**src/rtl/nibble_serial_adder.sv**
```systemverilog
// nibble_serial_adder
//   Adds two WIDTH-bit operands one 4-bit slice per clock through a single
//   gate-level 4-bit ripple-carry adder. The carry between slices is kept in
//   a flip-flop, so a carry crosses slice boundaries only through that register.
//
// Ports
//   clk    rising-edge clock
//   rst    synchronous reset, active-high, priority over everything
//   start  request a new addition (accepted only in IDLE)
//   a, b   WIDTH-bit operands, captured on the accepted start
//   cin    carry-in, captured on the accepted start
//   busy   high while slices are being added
//   done   one-cycle pulse, sum/cout/ovf valid
//   sum    result, assembled one nibble per cycle (partial during busy)
//   cout   carry out of bit WIDTH-1
//   ovf    two's-complement overflow of the full-width add

// 1-bit full adder built from gate primitives.
module nsa_full_adder (
  input  logic x,
  input  logic y,
  input  logic ci,
  output logic s,
  output logic co
);
  logic p;
  logic g;
  logic t;

  xor u_p  (p, x, y);
  xor u_s  (s, p, ci);
  and u_g  (g, x, y);
  and u_t  (t, p, ci);
  or  u_co (co, g, t);
endmodule

// 4-bit ripple-carry adder. c3 is the carry into bit 3, needed for overflow.
module nsa_ripple4 (
  input  logic [3:0] x,
  input  logic [3:0] y,
  input  logic       ci,
  output logic [3:0] s,
  output logic       co,
  output logic       c3
);
  logic [4:0] c;

  assign c[0] = ci;

  for (genvar i = 0; i < 4; i++) begin : g_bit
    nsa_full_adder u_fa (
      .x  (x[i]),
      .y  (y[i]),
      .ci (c[i]),
      .s  (s[i]),
      .co (c[i+1])
    );
  end

  assign co = c[4];
  assign c3 = c[3];
endmodule

module nibble_serial_adder #(
  parameter int WIDTH   = 16,
  parameter int NIBBLES = WIDTH / 4
) (
  input  logic             clk,
  input  logic             rst,
  input  logic             start,
  input  logic [WIDTH-1:0] a,
  input  logic [WIDTH-1:0] b,
  input  logic             cin,
  output logic             busy,
  output logic             done,
  output logic [WIDTH-1:0] sum,
  output logic             cout,
  output logic             ovf
);

  localparam int IDX_W = $clog2(NIBBLES);

  typedef enum logic [1:0] {
    IDLE = 2'd0,
    RUN  = 2'd1,
    DONE = 2'd2
  } state_t;

  state_t             state;
  state_t             next_state;
  logic [IDX_W-1:0]   idx;
  logic [WIDTH-1:0]   a_reg;
  logic [WIDTH-1:0]   b_reg;
  logic               carry;

  logic               accept;
  logic               step;
  logic               last;

  logic [IDX_W+1:0]   base;
  logic [3:0]         slice_sum;
  logic               slice_co;
  logic               slice_c3;

  // Slice base bit = 4 * idx.
  assign base = {idx, 2'b00};
  assign last = (idx == IDX_W'(NIBBLES - 1));

  nsa_ripple4 u_adder (
    .x  (a_reg[base +: 4]),
    .y  (b_reg[base +: 4]),
    .ci (carry),
    .s  (slice_sum),
    .co (slice_co),
    .c3 (slice_c3)
  );

  // State register.
  // NOTE: sequential state uses non-blocking (<=) so every flop samples
  // pre-edge values; blocking here would create order-dependent races.
  always_ff @(posedge clk) begin
    if (rst) state <= IDLE;
    else     state <= next_state;
  end

  // Next-state and control decode.
  // NOTE: every output of this block gets a default first, so no path can
  // leave a signal unassigned and infer a latch.
  always_comb begin
    next_state = state;
    accept     = 1'b0;
    step       = 1'b0;
    busy       = 1'b0;
    done       = 1'b0;
    unique case (state)
      IDLE: begin
        if (start) begin
          accept     = 1'b1;
          next_state = RUN;
        end
      end
      RUN: begin
        busy = 1'b1;
        step = 1'b1;
        if (last) next_state = DONE;
      end
      DONE: begin
        done       = 1'b1;
        next_state = IDLE;
      end
      default: next_state = IDLE;
    endcase
  end

  // Datapath registers.
  // NOTE: these are a handful of control/data flops, not a memory array, so
  // they are all cleared by reset; an abort must leave the outputs at zero.
  always_ff @(posedge clk) begin
    if (rst) begin
      idx   <= '0;
      a_reg <= '0;
      b_reg <= '0;
      carry <= 1'b0;
      sum   <= '0;
      cout  <= 1'b0;
      ovf   <= 1'b0;
    end else if (accept) begin
      idx   <= '0;
      a_reg <= a;
      b_reg <= b;
      carry <= cin;
      sum   <= '0;
      cout  <= 1'b0;
      ovf   <= 1'b0;
    end else if (step) begin
      sum[base +: 4] <= slice_sum;
      carry          <= slice_co;
      idx            <= idx + 1'b1;
      if (last) begin
        cout <= slice_co;
        ovf  <= slice_c3 ^ slice_co;
      end
    end
  end

endmodule
```
**config.mk**
```make
export PLATFORM = sky130hd
export DESIGN_NAME = nibble_serial_adder
export DESIGN_NICKNAME = d
export VERILOG_FILES = /design/src/rtl/nibble_serial_adder.sv
export SDC_FILE = /design/constraint.sdc
export NUM_CORES = 1
export LEC_CHECK = 0
export CAP_MARGIN = 20
export CORE_MARGIN = 1
export CORE_UTILIZATION = 45
export CTS_CLUSTER_SIZE = 12
export DETAILED_ROUTE_END_ITERATION = 7
export GPL_TIMING_DRIVEN = 0
export MAX_ROUTING_LAYER = met4
export PLACE_DENSITY = 0.81
export SYNTH_ARGS = -nofsm -noshare
export SYNTH_HDL_FRONTEND = slang
export SYNTH_SLANG_ARGS = --single-unit
export TNS_END_PERCENT = 5
```
**constraint.sdc**
```tcl
create_clock -name clk -period 4.4 [get_ports clk]
set_clock_uncertainty 0.05 [all_clocks]
set_input_delay 0.88 -clock clk [delete_from_list [all_inputs] [get_ports clk]]
set_output_delay 0.88 -clock clk [all_outputs]
set_load 0.03 [all_outputs]
```
==> results_dict.tcl <==
set metrics [dict create \
    hold_path_class "flip-flop to flip-flop" \
    fp-row-count 26 \
    antennaDiodeCount 0 \
    powerDensity_mw_per_mm2 310 \
    path_cells "clkbuf_1 -> mux4_2 -> fa_1 -> inv_1 -> fa_1 -> fa_1 -> inv_1 -> fa_1 -> a32oi_1 -> nor2_1" \
    wire_per_inst_um 12.9 \
    io_buffer_count 54 \
    clock_path_buffers 2 \
    cts_tree "built" \
    drt_wl_total_mm 5.24 \
    clock-sinks 55 \
    fp.dieW_um 76.4 \
    vias 2056 \
    drt-vias-per-instance 5.06 \
    cp-start-kind "flip-flop" \
    drv_slew 0 \
    cpMostUsedCell "fa_1" \
    relSlewSlack_pct 60.2 \
    r2r_slack_ns 1.16 \
    synth_top_area_share_pct 44.2 \
    criticalPathCategory "flip-flop to flip-flop" \
    r2r-end "sum[11]$_SDFFE_PP0P_" \
    synth_edf_count 0 \
    arrival_ns 3.39 \
    grt_max_degree 16 \
    fin_crit_sh_pct 73.5 \
    status "finished, final reports clean" \
    syn_inst 274 \
    clkTransAtPathRegs_ns 0.09 \
    start_util_pct 47.6 \
    required_ns 4.56 \
    gp_congestion 0.790 \
    finalHoldViolations 0 \
    cts_made_buffers 5 \
    layout_min_cycle_time_ns 3.24 \
    fin_setup_tns_ns 0 \
    die_area_sq_mm 0.00584 \
    async_flop_share_pct 0 \
    cp-startpoint "idx[1]$_SDFFE_PP0P_" \
    timing.hold.ws_ns 0.405 \
    coreArea_sq_mm 0.00524 \
    syn2layout_area_growth_pct 29.2 \
    drive_above_1_share_pct 10.4 \
    hpwl_mm 3.97 \
    fin_nets 381 \
    synth_area_sq_mm 0.00249 \
    r2r.worst_path.cells 10 \
    syn_avg_cell_area_sq_um 9.10 \
    p_leak_uw 0.00118 \
    syn_nets 320 \
    grt_pass1_vias 2029 \
    yosysSeqAreaShare_pct 44.2 \
    hold_buffers 0 \
    hp-start "sum[14]$_SDFFE_PP0P_" \
    postCtsSetupBuffers 0 \
    r2r_start "idx[1]$_SDFFE_PP0P_" \
    ir_drop_uv 175 \
    slowest_stage "clkbuf_1" \
    gr-usage-all-layers_pct 20.7 \
    yosysTopAreaCell "dfxtp_1" \
    first_iter_violations 103 \
    netlist_top_cells_area "dfxtp_1 (44%), nand2_1 (12%), a21oi_1 (9.2%)" \
    setup_viol 0 \
    slowest_delay_ns 0.49 \
    antenna_found_initial 0 \
    ys_top_cells_by_count "nand2_1 (77), dfxtp_1 (55), a21oi_1 (46)" \
    synth_seq_cells 55 \
    crit_path_max_fanout 10 \
    ys.flop_type "dfxtp_1" \
    cts_resized 0 \
    grt_pass1_wl_mm 9.41 \
    synth.distinct_cells 28 \
    drc 0 \
    cts_root_buf "clkbuf_8" \
    worst_slew_pin_slew_ns 0.597 \
    clk_latency_ns 0.30 \
    cpLargestDelayFamily "adder cells" \
    drtAntennaViolNets 0 \
    ios 56 \
    hold_path_depth 2 \
    max_freq_mhz 309 \
    grt_overflow 0 \
    drtPass1Iterations 4 \
    yosysWarnings 0 \
    htree_levels 2 \
    rsz0062_at_grt "no" \
    path_buf_inv 3 \
    drv_cap 0 \
    end_kind "flip-flop" \
    yosysMostFrequentCell "nand2_1" \
    min_to "sum[14]$_SDFFE_PP0P_" \
    dieHeight_um 76.4 \
]
worst min-delay path: stages (launching register included):
cell,delay [ns]
dfxtp_1,0.32
nand2_1,0.05
a21oi_1,0.05
area by class of cell:
type / count / area, sq um
well taps: 70 / 87.6
repair buffers: 54 / 541
clock buffers: 8 / 100
multi-input cells: 189 / 1210
fillers: 455 / 2020
plain buffers: 20 / 148
flip-flops and latches: 55 / 1100
inverters: 10 / 37.5
worst max-delay path by stage:
stage                           endpoint  slack [ns]  depth (start not counted)
floorplan           sum[11]$_SDFFE_PP0P_        1.58                         10
global placement    sum[11]$_SDFFE_PP0P_        1.22                         10
detailed placement  sum[11]$_SDFFE_PP0P_        1.18                         10
CTS                     ovf$_SDFFE_PP0P_        1.18                         11
global route            ovf$_SDFFE_PP0P_        0.94                         11
finish              sum[11]$_SDFFE_PP0P_        1.16                         10
placed cells by master, fill, tap and decap left out, types with 5 or more instances in the layout:
master,synthesis,final
a21oi_1,46,46
buf_6,7,7
clkbuf_1,4,5
clkbuf_8,0,7
clkdlybuf4s50_1,0,54
dfxtp_1,55,55
ha_1,6,6
inv_1,10,10
mux4_2,8,8
nand2_1,77,77
nand3b_1,5,5
nand4_1,12,12
nor2_1,9,9
cell families after synthesis:
group	after synthesis	share of synthesized area (%)
flops	55	44.2
buf+inv	30	7.43
compound gates	51	11.1
mux	11	8.43
fa+ha+maj	10	6.22
simple gates	115	21.9
xor+xnor	2	0.703
where the power goes:
part	leakage, uW	switching [uW]	total (uW)	internal, uW
clock network	0.0000515	153	297	144
logic	0.000675	87.5	171	83.3
registers	0.000449	11.5	530	519
total	0.00118	252	998	746
routing by layer:
layer	up-vias	share of wire, %	track usage (%)
li1	1045	-	-
met1	949	47	25.6
met2	52	48	33.7
met3	10	3.7	4.31
met4	0	1.7	6.92
met5	-	0	-
metrics by stage:
stage	worst slack [ns]	total power (uW)	instances	instance area (sq um)	util (%)
3_5_place_dp	1.18	712	398	3120	59.6
4_1_cts	1.18	1010	406	3220	61.5
2_1_floorplan	1.58	647	274	2490	-
5_1_grt	0.935	1050	406	3220	61.5
6_report	1.16	998	406	3220	61.5
3_3_place_gp	1.22	708	398	3120	59.6
Power figures use the tool's default switching activity.
